**src/rtl/bcd_timer_ctrl.sv**
```systemverilog
// Sequencer for a chain of NDIG external BCD up/down digit counters: prescaled tick, load, carry decode, terminal stop.
// Define BCD_CTRL_AUTORELOAD_EN to make DONE a one-cycle pulse that reloads the latched preset (periodic timer).
module bcd_timer_ctrl #(
    parameter int NDIG     = 4,
    parameter int TICK_DIV = 50000
) (
    input  logic                clk,
    input  logic                a_clr,
    input  logic                start,
    input  logic                stop,
    input  logic                clear,
    input  logic                dir,
    input  logic [4*NDIG-1:0]   preset,
    input  logic [4*NDIG-1:0]   digits,
    output logic [2*NDIG-1:0]   mode_o,
    output logic                load_en_o,
    output logic [4*NDIG-1:0]   load_o,
    output logic                busy,
    output logic                done,
    output logic                tick_o
);

    localparam int PW = (TICK_DIV > 1) ? $clog2(TICK_DIV) : 1;
    localparam logic [PW-1:0] PRESC_LAST = PW'(TICK_DIV - 1);

    typedef enum logic [2:0] {
        S_IDLE,
        S_LOAD,
        S_RUN,
        S_PAUSE,
        S_DONE,
        S_CLR
    } state_t;

    state_t            state;
    state_t            state_nxt;
    logic [PW-1:0]     presc;
    logic              dir_q;
    logic [4*NDIG-1:0] preset_q;
    logic [4*NDIG-1:0] preset_clamped;
    logic              tick;
    logic              terminal;
    logic              latch_en;
    logic              carry;

    always_comb begin
        preset_clamped = preset;
        for (int i = 0; i < NDIG; i++) begin
            if (preset[4*i +: 4] > 4'd9) preset_clamped[4*i +: 4] = 4'd9;
        end
    end

    assign tick     = (state == S_RUN) && (presc == PRESC_LAST);
    assign terminal = dir_q ? (digits == preset_q) : (digits == '0);
    assign latch_en = (state_nxt == S_LOAD) && start && ((state == S_IDLE) || (state == S_DONE));

    // NOTE: clocked state uses non-blocking assignments so every register samples pre-edge values.
    always_ff @(posedge clk or negedge a_clr) begin
        if (!a_clr) state <= S_IDLE;
        else        state <= state_nxt;
    end

    // NOTE: every combinational output gets a default first, so no path can infer a latch.
    always_comb begin
        state_nxt = state;
        if (clear) begin
            state_nxt = S_CLR;
        end else begin
            case (state)
                S_IDLE:  if (start) state_nxt = S_LOAD;
                S_LOAD:  state_nxt = S_RUN;
                S_RUN: begin
                    if (stop)                  state_nxt = S_PAUSE;
                    else if (tick && terminal) state_nxt = S_DONE;
                end
                S_PAUSE: if (start) state_nxt = S_RUN;
`ifdef BCD_CTRL_AUTORELOAD_EN
                S_DONE:  state_nxt = stop ? S_IDLE : S_LOAD;
`else
                S_DONE:  if (start) state_nxt = S_LOAD;
`endif
                S_CLR:   state_nxt = S_IDLE;
                default: state_nxt = S_IDLE;
            endcase
        end
    end

    // Prescaler only advances in RUN, so PAUSE freezes it and resume continues mid-period.
    always_ff @(posedge clk or negedge a_clr) begin
        if (!a_clr) begin
            presc    <= '0;
            dir_q    <= 1'b0;
            preset_q <= '0;
        end else begin
            if (state == S_LOAD)     presc <= '0;
            else if (state == S_RUN) presc <= tick ? '0 : presc + 1'b1;
            if (latch_en) begin
                dir_q    <= dir;
                preset_q <= preset_clamped;
            end
        end
    end

    always_comb begin
        mode_o    = '0;
        carry     = 1'b1;
        load_en_o = (state == S_LOAD) || (state == S_CLR);
        load_o    = ((state == S_LOAD) && !dir_q) ? preset_q : '0;
        busy      = (state == S_LOAD) || (state == S_RUN) || (state == S_PAUSE);
        done      = (state == S_DONE);
        tick_o    = tick;
        // Ripple carry/borrow decoded from live digits so all digits step on the same edge.
        if (tick && !terminal) begin
            for (int i = 0; i < NDIG; i++) begin
                if (carry) mode_o[2*i +: 2] = dir_q ? 2'b01 : 2'b10;
                carry = carry && (digits[4*i +: 4] == (dir_q ? 4'd9 : 4'd0));
            end
        end
    end

endmodule

```
**config.mk**
```make
export PLATFORM = sky130hd
export DESIGN_NAME = bcd_timer_ctrl
export DESIGN_NICKNAME = d
export VERILOG_FILES = /design/src/rtl/bcd_timer_ctrl.sv
export SDC_FILE = /design/constraint.sdc
export NUM_CORES = 1
export LEC_CHECK = 0
export BUFFER_PORTS_ARGS = -buffer_cell sky130_fd_sc_hd__buf_2
export CAP_MARGIN = 0
export CORE_MARGIN = 5
export CORE_UTILIZATION = 56
export DETAILED_ROUTE_END_ITERATION = 6
export PLACE_DENSITY = 0.85
export SKIP_LAST_GASP = 1
export SYNTH_ARGS = -nofsm -noshare
export SYNTH_HDL_FRONTEND = slang
export SYNTH_SLANG_ARGS = --single-unit
```
**constraint.sdc**
```tcl
create_clock -name clk -period 4.3 [get_ports clk]
set_input_delay 0.645 -clock clk [delete_from_list [all_inputs] [get_ports clk]]
set_output_delay 0.645 -clock clk [all_outputs]
set_load 0.1 [all_outputs]
```
==> impl_metrics.prom, run 1 <==
# TYPE chip_impl_metric gauge
chip_impl_metric{name="grt_max_degree",unit=""} 37
chip_impl_metric{name="post-route-period-util",unit=""} 0.735
chip_impl_metric{name="drtPass1Iterations",unit=""} 4
chip_impl_metric{name="core-area",unit="um2"} 3970
chip_impl_metric{name="fin_cells",unit=""} 369
chip_impl_metric{name="instance_count_of_the_mapped_netlist",unit=""} 252
chip_impl_metric{name="vias_per_cell",unit=""} 5.61
chip_impl_metric{name="vias",unit=""} 2070
chip_impl_metric{name="cts.repair.resized",unit=""} 0
chip_impl_metric{name="fin_skew",unit="ns"} 0.00288
chip_impl_metric{name="synth.yosys.seq_area_share",unit=""} 0.396
chip_impl_metric{name="port_buffers",unit=""} 65
chip_impl_metric{name="detail_route.drc_violations",unit=""} 0
chip_impl_metric{name="synth_async_sr_flop_share",unit=""} 1.00
chip_impl_metric{name="num_io_pins",unit=""} 66
chip_impl_metric{name="power.ir.vdd_worst",unit="V"} 0.000344
chip_impl_info{name="cp_max_stage_cell",value="sky130_fd_sc_hd__buf_2"} 1
chip_impl_metric{name="power.static_leakage",unit="uW"} 0.00136
chip_impl_metric{name="clk_pin_slew_worst_paths",unit="ns"} 0.07
chip_impl_metric{name="max_cap_violations",unit=""} 0
chip_impl_info{name="mostFrequentLayoutCell",value="sky130_fd_sc_hd__buf_2"} 1
chip_impl_metric{name="grt_overflow_total",unit=""} 0
chip_impl_metric{name="track_usage",unit=""} 0.217
chip_impl_metric{name="clk_latency",unit="ns"} 0.29
chip_impl_metric{name="synth-edff-count",unit=""} 0
chip_impl_info{name="final_cell_mix",value="sky130_fd_sc_hd__buf_2, sky130_fd_sc_hd__dfrtp_1, sky130_fd_sc_hd__nor2_1"} 1
chip_impl_metric{name="reg2reg_setup_slack",unit="ns"} 2.21
chip_impl_metric{name="num_antenna_cells",unit=""} 0
chip_impl_metric{name="worst-endpoint-required",unit="ns"} 3.65
chip_impl_metric{name="post_route_cells_drive_above_1_share",unit=""} 0.282
chip_impl_metric{name="rows",unit=""} 23
chip_impl_metric{name="cts_inserted_buffers",unit=""} 5
chip_impl_metric{name="mappedNetlistNets",unit=""} 291
chip_impl_metric{name="die_height",unit="um"} 73.7
chip_impl_metric{name="final-hold-violation-count",unit=""} 0
chip_impl_info{name="rsz0062_at_grt",value="false"} 1
chip_impl_metric{name="routabilityCongestion",unit=""} 0.852
chip_impl_metric{name="finalSetupViolations",unit=""} 0
chip_impl_metric{name="first_iter_violations",unit=""} 145
chip_impl_metric{name="syn-mean-instance-area",unit="um2"} 9.02
chip_impl_metric{name="cts_htree_levels",unit=""} 2
chip_impl_info{name="path_cells",value="ha_1, nand3_1, nand3b_4, nor3_4, o211ai_2, nor3_2, buf_2"} 1
chip_impl_metric{name="post-place-cells",unit=""} 361
chip_impl_metric{name="synth.lib_cells_used.distinct",unit=""} 44
chip_impl_metric{name="timing_worst_slew_pin_value",unit="ns"} 1.01
chip_impl_metric{name="max_clock_freq",unit="MHz"} 317
chip_impl_info{name="worst_setup_path_end_kind",value="output pin"} 1
chip_impl_metric{name="ctsLongestPathBuffers",unit=""} 2
chip_impl_metric{name="antenna_found_initial",unit=""} 0
chip_impl_metric{name="total_standard_cell_area_after_synthesis",unit="um2"} 2270
chip_impl_metric{name="place.detailed.hpwl",unit="um"} 4100
chip_impl_metric{name="initial_utilization",unit=""} 0.572
chip_impl_metric{name="first_pass_grt_wire_length",unit="um"} 9090
chip_impl_metric{name="synthesis.yosys.warnings",unit=""} 0
chip_impl_metric{name="cts-hold-fix-buffers",unit=""} 0
chip_impl_metric{name="post-layout-total-power",unit="uW"} 1030
chip_impl_metric{name="timing.max_slew.rel_slack",unit=""} 0.327
chip_impl_metric{name="area_growth",unit="%"} 20.4
chip_impl_metric{name="yosys_register_bits",unit=""} 36
chip_impl_metric{name="worst_r2r_path_depth",unit=""} 3
chip_impl_info{name="timing.critical_path.from_type",value="flip-flop"} 1
chip_impl_info{name="clock-root-buffer",value="sky130_fd_sc_hd__clkbuf_8"} 1
chip_impl_metric{name="finalCoreUtilization",unit=""} 0.689
chip_impl_info{name="holdCritPathClass",value="input port to asynchronous set/reset pin"} 1
chip_impl_metric{name="final_nets",unit=""} 357
chip_impl_metric{name="timing.final.crit_period",unit="ns"} 3.16
chip_impl_info{name="critPathKind",value="flip-flop to output pin"} 1
chip_impl_metric{name="final_antenna_net_count",unit=""} 0
chip_impl_metric{name="routed_wirelength",unit="um"} 5420
chip_impl_metric{name="clock_sink_count",unit=""} 36
chip_impl_metric{name="setup_tns",unit="ns"} 0
chip_impl_info{name="regToRegStartpoint",value="state[0]$_DFF_PN0_"} 1
chip_impl_metric{name="dieWidth",unit="um"} 73.7
chip_impl_info{name="cts_tree",value="done"} 1
chip_impl_metric{name="postCtsSetupRepairBufs",unit=""} 0
chip_impl_metric{name="fp.dieArea",unit="um2"} 5430
chip_impl_metric{name="worst_ep_arrival_time",unit="ns"} 2.51
chip_impl_metric{name="worst_path_largest_cell_delay",unit="ns"} 0.45
chip_impl_metric{name="worst_path_fanout_max",unit=""} 7
chip_impl_metric{name="number_of_global_route_vias_before_repair",unit=""} 2035
chip_impl_info{name="synth-main-ff-cell",value="sky130_fd_sc_hd__dfrtp_1"} 1
chip_impl_info{name="result_of_the_run",value="finished, final reports clean"} 1
chip_impl_metric{name="power.density",unit="nW/um2"} 378
chip_impl_metric{name="whs",unit="ns"} 0.436
chip_impl_info{name="worstReg2RegEnd",value="preset_q[3]$_DFFE_PN0P_"} 1
chip_impl_metric{name="final_slew_viol_count",unit=""} 0
chip_impl_metric{name="wl_per_cell",unit="um"} 14.7
## cells by family (layout without fill, tap and decap cells)
| kind of cell | Yosys count | in the layout | synth area share |
|---|---|---|---|
| AO/OA/AOI/OAI | 34 | 34 | 0.101 |
| XOR/XNOR | 29 | 29 | 0.112 |
| adder cells (fa/ha/maj) | 1 | 1 | 0.00551 |
| buffers and inverters | 11 | 78 | 0.0198 |
| flip-flops | 36 | 36 | 0.396 |
| multiplexers | 6 | 6 | 0.0292 |
| AND/OR/NAND/NOR | 135 | 135 | 0.336 |
## cells in the mapped netlist, drive strengths merged (3+ instances only)
cell      n  area, um2
xor2     23        201
nand4     7       43.8
nand2b   11       71.3
nand3     7       35.0
o21ai    17       85.1
xnor2     6       52.6
and2     18        113
nor4     12       81.3
nand2    21       78.8
and4      3       26.3
clkbuf    5       18.8
mux2      5       56.3
nor3      9       61.3
o2bb2ai   3       26.3
dfrtp    36        901
inv       5       18.8
nor2     33        124
o21a      4       30.0
## flip-flops by register name, summed over array words and instances, names as in the netlist
name,flops
presc,16
state,3
preset_q,16
dir_q,1
## layout make-up
type | instances | area [um2]
multi-input combinational | 205 | 1340
clock buffer | 6 | 82.6
sequential | 36 | 901
clock inverter | 2 | 10.0
timing repair buffer | 65 | 325
tap | 50 | 62.6
inverter | 5 | 18.8
fill | 317 | 1240
## routing by layer
layer,vias up,wire (um),global-route usage
li1,1017,-,-
met1,967,2360,0.285
met2,76,2500,0.337
met3,10,465,0.0602
met4,0,100,0.0845
met5,-,0,0
## worst max path at each step
stage	endpoint	from
finish	mode_o[5]	presc[0]$_DFFE_PN0P_
global route	mode_o[5]	presc[0]$_DFFE_PN0P_
CTS	mode_o[5]	presc[0]$_DFFE_PN0P_
detailed placement	mode_o[7]	digits[4]
global placement	mode_o[0]	digits[5]
floorplan	mode_o[0]	presc[0]$_DFFE_PN0P_
## worst max-delay path, delay by kind of cell (launching register included)
kind,cells,cell delay (ns)
and+or+nand+nor,4,0.96
DFF,1,0.40
AOI/OAI and AO/OA,1,0.23
buffers and inverters,1,0.45
adders and majority gates,1,0.18
## power by group
part | internal [uW] | switching (uW)
sequential | 384 | 48.7
clock | 128 | 123
combinational | 95.3 | 256
total | 607 | 428
## stage by stage
step	instance area [um2]	worst slack, ns
after floorplan	2280	0.150
after global placement	2640	1.48
after detailed placement	2640	1.41
after CTS	2740	1.14
after global routing	2740	0.890
final	2740	1.14
No activity file was read; power rests on OpenSTA's default activity.
==> inputs of run 2 (changes only) <==
--- a/config.mk
+++ b/config.mk
@@ -5,12 +5,13 @@
 export SDC_FILE = /design/constraint.sdc
 export NUM_CORES = 1
 export LEC_CHECK = 0
+export ABC_AREA = 1
 export BUFFER_PORTS_ARGS = -buffer_cell sky130_fd_sc_hd__buf_2
 export CAP_MARGIN = 0
 export CORE_MARGIN = 5
-export CORE_UTILIZATION = 56
+export CORE_UTILIZATION = 53
 export DETAILED_ROUTE_END_ITERATION = 6
-export PLACE_DENSITY = 0.85
+export PLACE_DENSITY = 0.81
 export SKIP_LAST_GASP = 1
 export SYNTH_ARGS = -nofsm -noshare
 export SYNTH_HDL_FRONTEND = slang
==> constraint.sdc (replaced) <==
create_clock -name clk -period 3.25 [get_ports clk]
set_input_delay 0.4875 -clock clk [delete_from_list [all_inputs] [get_ports clk]]
set_output_delay 0.4875 -clock clk [all_outputs]
set_load 0.1 [all_outputs]
==> run 2 against run 1 <==
Compared with the run above:
- clock skew is 0.0046 ns higher
- critical path type unchanged
- first-iteration DRC count is 2.8% lower
- non-clock buffer count is 1 higher
- design area is 5.6% higher
- critical path depth is 1 higher
- routed wire length is 13% higher
- largest power group unchanged
- cell count is 32% higher
- sequential cell count stayed put
- die area is 11% higher
- synthesized cell count is 46% higher
==> impl_metrics.prom, run 2 <==
# TYPE chip_impl_metric gauge
chip_impl_info{name="critPathKind",value="flip-flop to output pin"} 1
chip_impl_info{name="synth_top_cells_by_count",value="sky130_fd_sc_hd__nand2_1, sky130_fd_sc_hd__inv_1, sky130_fd_sc_hd__nor2_1, sky130_fd_sc_hd__dfrtp_1, sky130_fd_sc_hd__nand4_1"} 1
chip_impl_metric{name="placedInstanceArea",unit="um2"} 2800
chip_impl_metric{name="timing_worst_slew_pin_value",unit="ns"} 0.792
chip_impl_metric{name="dieWidth",unit="um"} 77.8
chip_impl_metric{name="routed_wirelength",unit="um"} 6140
chip_impl_metric{name="finalSetupViolations",unit=""} 0
chip_impl_metric{name="synth.yosys.seq_area_share",unit=""} 0.370
chip_impl_info{name="worst_setup_path_end_kind",value="output pin"} 1
chip_impl_metric{name="clk_pin_slew_worst_paths",unit="ns"} 0.07
chip_impl_metric{name="cts_htree_levels",unit=""} 2
chip_impl_info{name="synth_area_leaders",value="sky130_fd_sc_hd__dfrtp_1, sky130_fd_sc_hd__nand2_1, sky130_fd_sc_hd__inv_1"} 1
chip_impl_metric{name="worst_ep_arrival_time",unit="ns"} 2.25
chip_impl_metric{name="final_slew_viol_count",unit=""} 0
chip_impl_metric{name="wl_per_cell",unit="um"} 12.6
chip_impl_metric{name="post_route_cells_drive_above_1_share",unit=""} 0.195
chip_impl_metric{name="first_iter_violations",unit=""} 141
chip_impl_metric{name="final_nets",unit=""} 473
chip_impl_metric{name="total_standard_cell_area_after_synthesis",unit="um2"} 2430
chip_impl_info{name="reg.largest.list",value="presc: 16 flops, preset_q: 16 flops, state: 3 flops"} 1
chip_impl_metric{name="synth_async_sr_flop_share",unit=""} 1.00
chip_impl_metric{name="instance_count_of_the_mapped_netlist",unit=""} 367
chip_impl_metric{name="yosys_register_bits",unit=""} 36
chip_impl_metric{name="finalCoreUtilization",unit=""} 0.654
chip_impl_metric{name="syn-mean-instance-area",unit="um2"} 6.63
chip_impl_metric{name="final_antenna_net_count",unit=""} 0
chip_impl_metric{name="first_pass_grt_wire_length",unit="um"} 10600
chip_impl_metric{name="num_io_pins",unit=""} 66
chip_impl_metric{name="mappedNetlistNets",unit=""} 406
chip_impl_metric{name="whs",unit="ns"} 0.280
chip_impl_info{name="mostFrequentLayoutCell",value="sky130_fd_sc_hd__nand2_1"} 1
chip_impl_metric{name="ctsLongestPathBuffers",unit=""} 2
chip_impl_info{name="final_cell_mix",value="sky130_fd_sc_hd__nand2_1, sky130_fd_sc_hd__inv_1, sky130_fd_sc_hd__buf_2"} 1
chip_impl_info{name="timing.critical_path.from_type",value="flip-flop"} 1
chip_impl_metric{name="yosys.area.top_type_share",unit=""} 0.370
chip_impl_metric{name="area_growth",unit="%"} 18.7
chip_impl_metric{name="reg2reg_setup_slack",unit="ns"} 1.36
chip_impl_metric{name="port_buffers",unit=""} 65
chip_impl_metric{name="power.ir.vdd_worst",unit="V"} 0.000378
chip_impl_metric{name="grt_overflow_total",unit=""} 0
chip_impl_metric{name="post-route-period-util",unit=""} 0.844
chip_impl_metric{name="synthXorXnorAreaFrac",unit=""} 0.0180
chip_impl_metric{name="num_antenna_cells",unit=""} 0
chip_impl_metric{name="final_cell_area",unit="um2"} 2890
chip_impl_metric{name="final-hold-violation-count",unit=""} 0
chip_impl_metric{name="power.density",unit="nW/um2"} 457
chip_impl_info{name="cp_max_stage_cell",value="sky130_fd_sc_hd__buf_2"} 1
chip_impl_metric{name="fin_skew",unit="ns"} 0.00744
chip_impl_metric{name="clk_latency",unit="ns"} 0.29
chip_impl_metric{name="timing.final.crit_period",unit="ns"} 2.74
chip_impl_info{name="holdCritPathClass",value="input port to asynchronous set/reset pin"} 1
chip_impl_metric{name="max_cap_violations",unit=""} 0
chip_impl_info{name="synth_top_family_by_area",value="simple AND/OR/NAND/NOR gates"} 1
chip_impl_metric{name="grt_max_degree",unit=""} 37
chip_impl_info{name="yosys.cell_count.top_type",value="sky130_fd_sc_hd__nand2_1"} 1
chip_impl_metric{name="cts.repair.resized",unit=""} 0
chip_impl_metric{name="synth-edff-count",unit=""} 0
chip_impl_metric{name="antenna_found_initial",unit=""} 0
chip_impl_metric{name="synthesis.yosys.warnings",unit=""} 0
chip_impl_metric{name="timing.max_slew.rel_slack",unit=""} 0.472
chip_impl_metric{name="vias_per_cell",unit=""} 5.22
chip_impl_info{name="cts_tree",value="done"} 1
chip_impl_metric{name="vias",unit=""} 2540
chip_impl_metric{name="setup_tns",unit="ns"} 0
chip_impl_metric{name="clock_sink_count",unit=""} 36
chip_impl_info{name="critical-path-top-cell-by-count",value="sky130_fd_sc_hd__nor2_1"} 1
chip_impl_metric{name="drtPass1Iterations",unit=""} 4
chip_impl_metric{name="power.static_leakage",unit="uW"} 0.00166
chip_impl_info{name="path_cells",value="ha_1, nand2_1, nor2_1, nand3_1, nor2_1, nand2_1, nor2_1, buf_2"} 1
chip_impl_metric{name="worst_path_largest_cell_delay",unit="ns"} 0.43
chip_impl_metric{name="initial_utilization",unit=""} 0.551
chip_impl_metric{name="worst-endpoint-required",unit="ns"} 2.76
chip_impl_metric{name="fp.dieArea",unit="um2"} 6050
chip_impl_metric{name="core-area",unit="um2"} 4410
chip_impl_info{name="synth-main-ff-cell",value="sky130_fd_sc_hd__dfrtp_1"} 1
chip_impl_info{name="post-synth-top-area-cell",value="sky130_fd_sc_hd__dfrtp_1"} 1
chip_impl_metric{name="number_of_global_route_vias_before_repair",unit=""} 2373
chip_impl_info{name="result_of_the_run",value="finished, final reports clean"} 1
chip_impl_metric{name="yosys-mux-area-fraction",unit=""} 0
chip_impl_metric{name="track_usage",unit=""} 0.210
chip_impl_info{name="cp-endpoint",value="mode_o[6]"} 1
chip_impl_metric{name="cts_inserted_buffers",unit=""} 5
chip_impl_metric{name="routabilityCongestion",unit=""} 0.965
chip_impl_metric{name="synth_compound_area_frac",unit=""} 0.0761
chip_impl_info{name="regToRegStartpoint",value="dir_q$_DFFE_PN0P_"} 1
chip_impl_metric{name="fillers",unit=""} 413
chip_impl_metric{name="max_clock_freq",unit="MHz"} 365
chip_impl_metric{name="rows",unit=""} 24
chip_impl_metric{name="post_synth_and_or_nand_nor_area_fraction",unit=""} 0.416
chip_impl_metric{name="synth-adder-area-share",unit=""} 0.00514
chip_impl_info{name="worst_setup_path_startpoint",value="presc[1]$_DFFE_PN0P_"} 1
chip_impl_metric{name="synth.lib_cells_used.distinct",unit=""} 30
chip_impl_metric{name="die_height",unit="um"} 77.8
chip_impl_metric{name="postCtsSetupRepairBufs",unit=""} 0
chip_impl_metric{name="worst_r2r_path_depth",unit=""} 12
chip_impl_metric{name="detail_route.drc_violations",unit=""} 0
chip_impl_metric{name="worst_path_fanout_max",unit=""} 4
chip_impl_info{name="worstReg2RegEnd",value="preset_q[4]$_DFFE_PN0P_"} 1
chip_impl_info{name="rsz0062_at_grt",value="false"} 1
chip_impl_metric{name="place.detailed.hpwl",unit="um"} 4870
chip_impl_info{name="clock-root-buffer",value="sky130_fd_sc_hd__clkbuf_8"} 1
chip_impl_metric{name="cts-hold-fix-buffers",unit=""} 0
[run 2: cell types whose count changed after synthesis, sizes merged, moves of 12 or more]
| cell | delta |
|---|---|
| nor2 | +28 |
| and2 | -14 |
| nand4 | +18 |
| a21oi | +12 |
| nand2 | +82 |
| xor2 | -21 |
| nand3 | +14 |
| inv | +60 |
[run 2: critical path, delay by kind of cell (launching register included)]
kind / cells / cell delay [ns]
DFF: 1 / 0.37
and+or+nand+nor: 6 / 0.99
buffers and inverters: 1 / 0.43
adders and majority gates: 1 / 0.17
[run 2: power breakdown]
| part | leakage, uW | total (uW) | switching [uW] | internal [uW] |
|---|---|---|---|---|
| sequential | 0.000475 | 562 | 53.3 | 508 |
| clock | 0.0000455 | 326 | 153 | 173 |
| combinational | 0.00114 | 432 | 319 | 113 |
| total | 0.00166 | 1320 | 525 | 794 |
[run 2: area by class of cell]
class / instances / area [um2] / area share
Timing Repair Buffer: 66 / 333 / 0.115
Inverter: 65 / 244 / 0.0845
Multi-Input combinational cell: 260 / 1260 / 0.435
Clock buffer: 8 / 90.1 / 0.0312
Sequential cell: 36 / 901 / 0.312
Tap cell: 52 / 65.1 / 0.0225
[run 2: cells by family after synthesis]
logic type	count (synthesis)
DFF	36
and+or+nand+nor	223
xor gates and xnor gates	5
buffers and inverters	71
AOI/OAI and AO/OA	31
adders and majority gates	1
[run 2: worst min-delay path by stage]
| stage | from | to | slack [ns] | depth (start not counted) |
|---|---|---|---|---|
| finish | a_clr | presc[15]$_DFFE_PN0P_ | 0.28 | 1 |
| global route | a_clr | presc[1]$_DFFE_PN0P_ | 0.34 | 1 |
| CTS | a_clr | presc[15]$_DFFE_PN0P_ | 0.31 | 1 |
| detailed placement | preset_q[13]$_DFFE_PN0P_ | preset_q[13]$_DFFE_PN0P_ | 0.46 | 2 |
| global placement | preset_q[8]$_DFFE_PN0P_ | preset_q[8]$_DFFE_PN0P_ | 0.46 | 2 |
| floorplan | a_clr | dir_q$_DFFE_PN0P_ | 0.19 | 0 |
[run 2: metal layers]
metal | share of wire | wire [um] | GRT usage
met1 | 0.42 | 2590 | 0.262
met2 | 0.49 | 3000 | 0.360
met3 | 0.077 | 472 | 0.0556
met4 | 0.013 | 77 | 0.0515
met5 | 0 | 0 | 0
[run 2: metrics by stage]
stage	setup WS (ns)	cells	power [uW]
global route	0.251	487	1410
CTS	0.556	487	1330
finish	0.508	487	1320
floorplan	-0.452	367	891
detailed placement	0.791	479	1000
global placement	0.801	479	992
